## config.mk

```make
export PLATFORM = sky130hd
export DESIGN_NAME = ball_motion
export DESIGN_NICKNAME = d
export VERILOG_FILES = /design/src/rtl/ball_motion.sv
export SDC_FILE = /design/constraint.sdc
export NUM_CORES = 1
export LEC_CHECK = 0
export ABC_AREA = 0
export CAP_MARGIN = 25
export CELL_PAD_IN_SITES_DETAIL_PLACEMENT = 1
export CELL_PAD_IN_SITES_GLOBAL_PLACEMENT = 1
export CORE_MARGIN = 2
export CORE_UTILIZATION = 40
export CTS_CLUSTER_SIZE = 24
export DETAILED_ROUTE_END_ITERATION = 16
export GPL_TIMING_DRIVEN = 1
export HOLD_SLACK_MARGIN = 0.05
export PLACE_DENSITY = 0.81
export SLEW_MARGIN = 0
export SYNTH_ARGS = -nofsm -noshare
export SYNTH_HDL_FRONTEND = slang
export SYNTH_SLANG_ARGS = --single-unit
```

## constraint.sdc

```tcl
create_clock -name i_Clk -period 2.5 [get_ports i_Clk]
set_input_delay 0.5 -clock i_Clk [delete_from_list [all_inputs] [get_ports i_Clk]]
set_output_delay 0.5 -clock i_Clk [all_outputs]
set_load 0.05 [all_outputs]
```

## src/rtl/ball_motion.sv

```systemverilog
// ball_motion -- serve/park/move controller for a square ball on a raster
// display, plus per-pixel "inside the ball" flags for the video mixer.
//
// The ball sits at the screen centre while PARKED. A serve request arms a
// frame counter. After SERVE_DELAY frame ticks the ball starts MOVING by STEP
// pixels per frame on each axis. Position is clamped to the visible area, so
// it never wraps.
//
// Optional feature (macro BALL_MOTION_MISS_EN): a left-moving update that
// lands X on 0 pulses o_Miss for one cycle. The ball is then parked and
// recentred on the following cycle. Without the macro, X simply clamps at 0,
// the ball keeps moving and o_Miss is tied low.
//
// Ports:
//   i_Clk          pixel clock
//   i_Reset        synchronous active-high reset
//   i_HCount/VCount current raster column/row
//   i_Frame_Tick   one-cycle pulse at the start of vertical blank
//   i_HDir/i_VDir  direction (HDir 1 = left, VDir 1 = up); sampled on ticks
//   i_Serve        serve request (only honoured while PARKED)
//   o_HBall/o_VBall raster inside ball column/row span (1-cycle latency)
//   o_Ball         o_HBall & o_VBall, same alignment
//   o_XPos/o_YPos  ball top-left corner
//   o_Moving       high while in MOVING
//   o_Miss         one-cycle miss pulse (BALL_MOTION_MISS_EN only)
module ball_motion #(
  parameter int H_ACTIVE    = 640,
  parameter int V_ACTIVE    = 480,
  parameter int BALL_SIZE   = 8,
  parameter int STEP        = 2,
  parameter int SERVE_DELAY = 30
) (
  input  logic       i_Clk,
  input  logic       i_Reset,
  input  logic [9:0] i_HCount,
  input  logic [9:0] i_VCount,
  input  logic       i_Frame_Tick,
  input  logic       i_HDir,
  input  logic       i_VDir,
  input  logic       i_Serve,
  output logic       o_HBall,
  output logic       o_VBall,
  output logic       o_Ball,
  output logic [9:0] o_XPos,
  output logic [9:0] o_YPos,
  output logic       o_Moving,
  output logic       o_Miss
);

  localparam int          XMAX    = H_ACTIVE - BALL_SIZE;
  localparam int          YMAX    = V_ACTIVE - BALL_SIZE;
  localparam logic [9:0]  X_CTR   = 10'(XMAX / 2);
  localparam logic [9:0]  Y_CTR   = 10'(YMAX / 2);
  localparam logic [10:0] XMAX_W  = 11'(XMAX);
  localparam logic [10:0] YMAX_W  = 11'(YMAX);
  localparam logic [10:0] STEP_W  = 11'(STEP);
  localparam logic [10:0] SIZE_W  = 11'(BALL_SIZE);
  localparam int          CNT_W   = $clog2(SERVE_DELAY + 1);
  localparam logic [CNT_W-1:0] CNT_LAST = CNT_W'(SERVE_DELAY);

  typedef enum logic [1:0] {
    PARKED = 2'd0,
    ARMED  = 2'd1,
    MOVING = 2'd2
  } state_t;

  state_t           state_r, state_s;
  logic [CNT_W-1:0] cnt_r, cnt_s, cnt_inc_s;
  logic [9:0]       x_r, y_r, x_s, y_s;
  logic             h_in_s, v_in_s;
  logic             h_ball_r, v_ball_r, ball_r, moving_r;
`ifdef BALL_MOTION_MISS_EN
  logic             miss_s, miss_r;
`endif

  // One axis step in 11 bits; decrementing saturates at 0, incrementing at lim.
  function automatic logic [9:0] step_axis(input logic [9:0] pos, input logic dec,
                                           input logic [10:0] lim);
    logic [10:0] wide;
    logic [10:0] res;
    wide = {1'b0, pos};
    if (dec) begin
      if (wide < STEP_W) res = 11'd0;
      else               res = wide - STEP_W;
    end else begin
      if ((wide + STEP_W) > lim) res = lim;
      else                       res = wide + STEP_W;
    end
    return res[9:0];
  endfunction

  // Raster-inside-ball terms, evaluated against the current ball position.
  always_comb begin
    h_in_s = ({1'b0, i_HCount} >= {1'b0, x_r}) &&
             ({1'b0, i_HCount} <  ({1'b0, x_r} + SIZE_W));
    v_in_s = ({1'b0, i_VCount} >= {1'b0, y_r}) &&
             ({1'b0, i_VCount} <  ({1'b0, y_r} + SIZE_W));
  end

  // Next state, frame counter and position.
  always_comb begin
    state_s   = state_r;
    cnt_s     = cnt_r;
    cnt_inc_s = cnt_r + CNT_W'(1);
    x_s       = x_r;
    y_s       = y_r;
`ifdef BALL_MOTION_MISS_EN
    miss_s    = 1'b0;
`endif
    case (state_r)
      PARKED: begin
        x_s = X_CTR;
        y_s = Y_CTR;
        // A tick coinciding with the serve is deliberately not counted.
        if (i_Serve) begin
          state_s = ARMED;
          cnt_s   = '0;
        end else begin
          state_s = PARKED;
        end
      end
      ARMED: begin
        if (i_Frame_Tick) begin
          cnt_s = cnt_inc_s;
          // The arming tick itself does not move the ball.
          if (cnt_inc_s == CNT_LAST) state_s = MOVING;
          else                       state_s = ARMED;
        end else begin
          state_s = ARMED;
        end
      end
      MOVING: begin
        state_s = MOVING;
`ifdef BALL_MOTION_MISS_EN
        // The cycle after a miss pulse parks and recentres the ball.
        if (miss_r) begin
          state_s = PARKED;
          x_s     = X_CTR;
          y_s     = Y_CTR;
        end else if (i_Frame_Tick) begin
          x_s    = step_axis(x_r, i_HDir, XMAX_W);
          y_s    = step_axis(y_r, i_VDir, YMAX_W);
          miss_s = i_HDir && ({1'b0, x_r} <= STEP_W);
        end else begin
          x_s = x_r;
          y_s = y_r;
        end
`else
        if (i_Frame_Tick) begin
          x_s = step_axis(x_r, i_HDir, XMAX_W);
          y_s = step_axis(y_r, i_VDir, YMAX_W);
        end else begin
          x_s = x_r;
          y_s = y_r;
        end
`endif
      end
      default: begin
        state_s = PARKED;
        cnt_s   = '0;
        x_s     = X_CTR;
        y_s     = Y_CTR;
      end
    endcase
  end

  // State register.
  always_ff @(posedge i_Clk) begin
    if (i_Reset) state_r <= PARKED;
    else         state_r <= state_s;
  end

  // Datapath and registered outputs.
  always_ff @(posedge i_Clk) begin
    if (i_Reset) begin
      cnt_r    <= '0;
      x_r      <= X_CTR;
      y_r      <= Y_CTR;
      h_ball_r <= 1'b0;
      v_ball_r <= 1'b0;
      ball_r   <= 1'b0;
      moving_r <= 1'b0;
`ifdef BALL_MOTION_MISS_EN
      miss_r   <= 1'b0;
`endif
    end else begin
      cnt_r    <= cnt_s;
      x_r      <= x_s;
      y_r      <= y_s;
      h_ball_r <= h_in_s;
      v_ball_r <= v_in_s;
      ball_r   <= h_in_s && v_in_s;
      // Decoded from next state so o_Moving lines up with the state register.
      moving_r <= (state_s == MOVING);
`ifdef BALL_MOTION_MISS_EN
      miss_r   <= miss_s;
`endif
    end
  end

  assign o_HBall  = h_ball_r;
  assign o_VBall  = v_ball_r;
  assign o_Ball   = ball_r;
  assign o_XPos   = x_r;
  assign o_YPos   = y_r;
  assign o_Moving = moving_r;
`ifdef BALL_MOTION_MISS_EN
  assign o_Miss   = miss_r;
`else
  assign o_Miss   = 1'b0;
`endif

endmodule

```

==> results of run 1 <==
[metal layers]
| metal | up-vias | track usage | routed length, um |
|---|---|---|---|
| li1 | 1612 | - | - |
| met4 | 0 | 0.0547 | 112 |
| met2 | 73 | 0.449 | 5130 |
| met5 | - | 0 | 0 |
| met3 | 11 | 0.0304 | 362 |
| met1 | 1564 | 0.263 | 3910 |
[metrics by stage]
| stage | power (mW) | cells | util | TNS [ns] | setup slack [ns] |
|---|---|---|---|---|---|
| 2_1_floorplan | 0.591 | 413 | - | -0.0106 | -0.0106 |
| 3_3_place_gp | 0.670 | 561 | 0.494 | 0 | 0.0295 |
| 3_5_place_dp | 0.678 | 561 | 0.494 | -0.0130 | -0.0130 |
| 4_1_cts | 1.06 | 569 | 0.505 | 0 | 0.135 |
| 5_1_grt | 1.11 | 569 | 0.505 | 0 | 0.00219 |
| 6_report | 1.05 | 569 | 0.505 | 0 | 0.198 |
[logic make-up (layout without fill, tap and decap cells)]
logic type,count (synthesis),after routing,synth area share
AND/OR/NAND/NOR,132,132,0.227
AO/OA/AOI/OAI,131,131,0.277
buffers and inverters,56,110,0.0814
adder cells (fa/ha/maj),42,42,0.169
flip-flops,29,29,0.187
XOR/XNOR,18,18,0.0508
multiplexers,2,2,0.00645
other,1,3,0.00121
[power by group through the flow]
| stage | Sequential (mW) | Combinational [mW] | Clock [mW] |
|---|---|---|---|
| after global routing | 0.472 | 0.217 | 0.420 |
| final | 0.472 | 0.196 | 0.382 |
| after global placement | 0.482 | 0.188 | 0 |
| after CTS | 0.472 | 0.197 | 0.391 |
| after detailed placement | 0.482 | 0.196 | 0 |
| after floorplan | 0.492 | 0.0990 | 0 |
[cells in the mapped netlist, types with 3 or more instances]
cell type   n  area (um^2)
inv_1      30          113
a22oi_1     4         30.0
nand3_1    12         60.1
nor4_1      3         18.8
nand4_1     9         56.3
a21o_1      7         52.6
a21oi_1    34          170
nand2_1    28          105
o221ai_1    4         35.0
clkbuf_1   11         41.3
o22ai_1     5         31.3
dfxtp_1    29          581
and3_1      3         18.8
nor2_1     35          131
xnor2_1    17          149
buf_4       5         37.5
o31ai_1     4         30.0
buf_2       7         35.0
nor3_1      9         45.0
nor2b_1     6         37.5
a31oi_1     6         37.5
o21ai_0    28          140
a21boi_0    4         30.0
or3_1       6         37.5
or4_1       3         22.5
nand2b_1    3         18.8
a211oi_1    4         30.0
a311oi_1    6         52.6
ha_1       42          526
o211ai_1    3         22.5
o21a_1      4         30.0
[how the worst max path moves through the flow]
stage                                start                endpoint  slack, ns
floorplan           o_YPos[2]$_SDFFE_PP1P_  o_YPos[6]$_SDFFE_PP1P_      -0.01
global placement               i_HCount[1]       o_Ball$_SDFF_PP0_       0.03
detailed placement             i_HCount[1]       o_Ball$_SDFF_PP0_      -0.01
CTS                 o_YPos[2]$_SDFFE_PP1P_  o_YPos[6]$_SDFFE_PP1P_       0.14
global route        o_YPos[1]$_SDFFE_PP0P_  o_YPos[4]$_SDFFE_PP0P_      0.002
finish              o_YPos[1]$_SDFFE_PP0P_  o_YPos[6]$_SDFFE_PP1P_       0.20
[what timing repair did]
item / 4_1_cts / 5_1_grt
hold endpoints to repair: 0 / 0
endpoints found under the setup margin: 0 / 5
hold buffers: 0 / 0
resized for setup: 0 / 1
[critical path, delay by kind of cell (launching register included)]
kind	cells	cell delay, ns
adders and majority gates	1	0.35
buffers and inverters	2	0.30
AOI/OAI and AO/OA	6	1.12
DFF	1	0.43
[cell type report]
type | count | share of cell area
multi-input cells | 328 | 0.593
repair buffers | 72 | 0.170
clock buffers | 6 | 0.0189
well taps | 102 | 0.0332
flip-flops and latches | 29 | 0.152
inverters | 30 | 0.0293
clock inverters | 2 | 0.00261
[state kept, by name (all words and copies together), names as in the netlist]
| signal | count |
|---|---|
| cnt_r | 5 |
| o_Ball | 1 |
| o_HBall | 1 |
| o_Moving | 1 |
| o_VBall | 1 |
| o_XPos | 9 |
| o_YPos | 9 |
| state_r | 2 |
==> metrics.cfg, run 1 <==
[synthesis]
ys_seq_area_frac=0.187
synth-edff-count=0
synthDistinctLibCells=66
synth_area_um2=3100
yosysWarnings=0
synth_seq_cells=29
async_flop_share=0
synth_area_per_cell_um2=7.55
ys.flop_type=dfxtp_1
synth_cells=411

[clock_tree]
clock_sinks=29
cts_made_buffers=5
clockBufferDepth=2
worstSkewPairLatency_ns=0.28
htreeDepth=2
cts_tree=built
path_clk_slew_ns=0.07
root_buffer=clkbuf_8
postCtsSetupBuffers=0

[worst_hold_path]
min_path_cells=2
holdPathEnd=cnt_r[4]$_SDFFE_PP0P_
hp-start=cnt_r[4]$_SDFFE_PP0P_
hold_class=register to register

[drt]
drtPass1Iterations=4
routedWlPerCell_um=16.7
drc_errors=0
final_antenna_net_count=0
drt_wl_total_um=9510
vias=3260
via_per_inst=5.73
drt_iter0_markers=119

[pwr]
p_leak_nw=1.57
swShare=0.286
seqPwrFrac=0.449
power.density_nw_per_um2=273
comb_power_share=0.187
p_int_mw=0.749
max-vdd-ir-drop_mv=0.191
p_sw_mw=0.301
clkPwrFrac=0.364

[status]
outcome=finished, final reports clean

[global_routing]
grt_max_degree=15
grt_pass1_wl_um=16000
grt_pass1_vias=3406
grt_usage=0.230
antenna_found_initial=0
overflow=0

[finish]
fillCellCount=974
fin_area_um2=3840
n_antenna_cell=0
multi_input_area_um2=2280
regArea_um2=586
layout_common_cells=45 x clkdlybuf4s50_1, 42 x ha_1, 35 x nor2_1
final_nets=534
drive_above_1_share=0.105
mostFrequentLayoutCell=clkdlybuf4s50_1
synthToLayoutAreaGrowth_pct=23.7

[sta]
layout_worst_path_cycle_share=0.921
grt_setup_unrepaired=false
whs_ns=0.502
setup_viol=0
worst_pin_slew_ns=0.594
finalCriticalPeriod_ns=2.30
slew_headroom=0.601
timing.fmax_mhz=434
final_max_slew_viol_count=0
hold_viol=0
fin_worst_skew_ns=0.00902

[run]
cap_violations=0

[setup_path]
critPathArrivalTime_ns=2.48
worstRegToRegCells=9
crit_top_cell=a311oi_1
crit_required_ns=2.68
rr_startpoint=o_YPos[1]$_SDFFE_PP0P_
crit_fanout=10
end_kind=register
ff2ff_setup_slack_ns=0.20
cp_slowest_stage_delay_ns=0.43
crit_chain=inv_1, ha_1, a21boi_0, o211ai_1, a311oi_1, a311oi_1, buf_4, a21oi_1, o21a_1
crit_slowest_cell=dfxtp_2
reg2reg_to=o_YPos[6]$_SDFFE_PP1P_
worstSetupPathType=register to register
cp-start-kind=register

[floorplanning]
start_util=0.408
die_height_um=92.1
fp-row-count=32
ioPinCount=51
die_area_um2=8480
die_x_um=92.1
core_um2=7610

[placed_design]
port-buffer-count=45
place_area_um2=3760
gp_congestion=0.859
place_hpwl_um=7680

Power figures use the tool's default switching activity.
==> run 2, diff against run 1 <==
- PLACE_DENSITY: 0.81 -> 0.86
- TNS_END_PERCENT: unset -> 10
==> metrics.cfg, run 2 (synthesis gave the netlist of run 1 again) <==
[pwr]
max-vdd-ir-drop_mv=0.233
p_leak_nw=1.57
power_mw=1.18
power.density_nw_per_um2=308

[floorplanning]
start_util=0.408
fp-row-count=32
core_um2=7610
die_area_um2=8480
ioPinCount=51
die_x_um=92.1
die_height_um=92.1

[finish]
final_nets=530
fillCellCount=955
mostFrequentLayoutCell=clkdlybuf4s50_1
synthToLayoutAreaGrowth_pct=24.1
fin_area_um2=3850
drive_above_1_share=0.0972
layout_common_cells=45 x clkdlybuf4s50_1, 42 x ha_1, 35 x nor2_1
multi_input_area_um2=2290
n_antenna_cell=0
regArea_um2=586

[sta]
setup_viol=0
worst_pin_slew_ns=0.552
layout_worst_path_cycle_share=0.932
whs_ns=0.509
setup_ws_ns=0.170
final_max_slew_viol_count=0
fin_worst_skew_ns=0.00393
hold_viol=0
grt_setup_unrepaired=false
fin_setup_tns_ns=0
slew_headroom=0.627
finalCriticalPeriod_ns=2.33
timing.fmax_mhz=429

[setup_path]
end_kind=register
crit_required_ns=2.72
worstSetupPathType=register to register
cp-start-kind=register
critPathArrivalTime_ns=2.55
crit_fanout=8

[global_routing]
grt_pass1_wl_um=16300
grt_usage=0.232
grt_pass1_vias=3511
overflow=0
grt_max_degree=14
antenna_found_initial=0

[drt]
final_antenna_net_count=0
drt_wl_total_um=9550
drt_iter0_markers=135
drc_errors=0
drtPass1Iterations=4
via_per_inst=5.86
vias=3309
routedWlPerCell_um=16.9

[clock_tree]
path_clk_slew_ns=0.07
cts_made_buffers=5
clockBufferDepth=2
cts_tree=built
postCtsSetupBuffers=0
htreeDepth=2
clock_sinks=29
worstSkewPairLatency_ns=0.28
root_buffer=clkbuf_8

[placed_design]
place_hpwl_um=7590
place_area_um2=3730
gp_congestion=0.856
port-buffer-count=45
preCtsSetupSlack_ns=-0.0255

[status]
outcome=finished, final reports clean

[worst_hold_path]
hold_class=register to register

[run]
cap_violations=0

==> run 2: final timing paths <==
path                     startpoint                    end  slack [ns]  depth (start not counted)
max          o_XPos[5]$_SDFFE_PP1P_      o_Ball$_SDFF_PP0_        0.17                          8
min           cnt_r[4]$_SDFFE_PP0P_  cnt_r[4]$_SDFFE_PP0P_        0.51                          2
max reg2reg  o_XPos[5]$_SDFFE_PP1P_      o_Ball$_SDFF_PP0_        0.17                          8
min reg2reg   cnt_r[4]$_SDFFE_PP0P_  cnt_r[4]$_SDFFE_PP0P_        0.51                          2
==> run 2: worst max-delay path, stage by stage (launching register included) <==
cell and delay, ns:
dfxtp_1 0.48, and4_1 0.26, nand2_1 0.07, xnor2_1 0.13
ha_1 0.28, o21ai_0 0.32, a211oi_1 0.08, or4_1 0.54
nor2_1 0.13
==> run 2: area by class of cell <==
cell class	instances	share of cell area
Clock buffer	7	0.0224
Clock inverter	1	0.00779
Inverter	30	0.0292
Multi-Input combinational cell	328	0.594
Sequential cell	29	0.152
Tap cell	102	0.0331
Timing Repair Buffer	68	0.162
==> run 2: power by group <==
group / internal (mW) / leakage [nW] / switching (mW)
combinational: 0.0879 / 1.27 / 0.107
sequential: 0.467 / 0.234 / 0.00603
clock: 0.325 / 0.0585 / 0.192
==> run 2: repair_timing <==
item / in CTS / in global routing
hold buffers: 0 / 0
gates resized for setup: 0 / 3
setup endpoints to repair: 0 / 6
==> run 2: per-stage QoR <==
step,util,instances
3_3_place_gp,0.490,557
2_1_floorplan,-,413
5_1_grt,0.506,565
4_1_cts,0.505,565
3_5_place_dp,0.490,557
6_report,0.506,565
==> run 2: layer usage <==
layer | vias up | wire length, um | global-route usage
li1 | 1598 | - | -
met1 | 1609 | 4010 | 0.258
met2 | 85 | 4990 | 0.449
met3 | 17 | 330 | 0.0304
met4 | 0 | 220 | 0.0784
met5 | - | 0 | 0
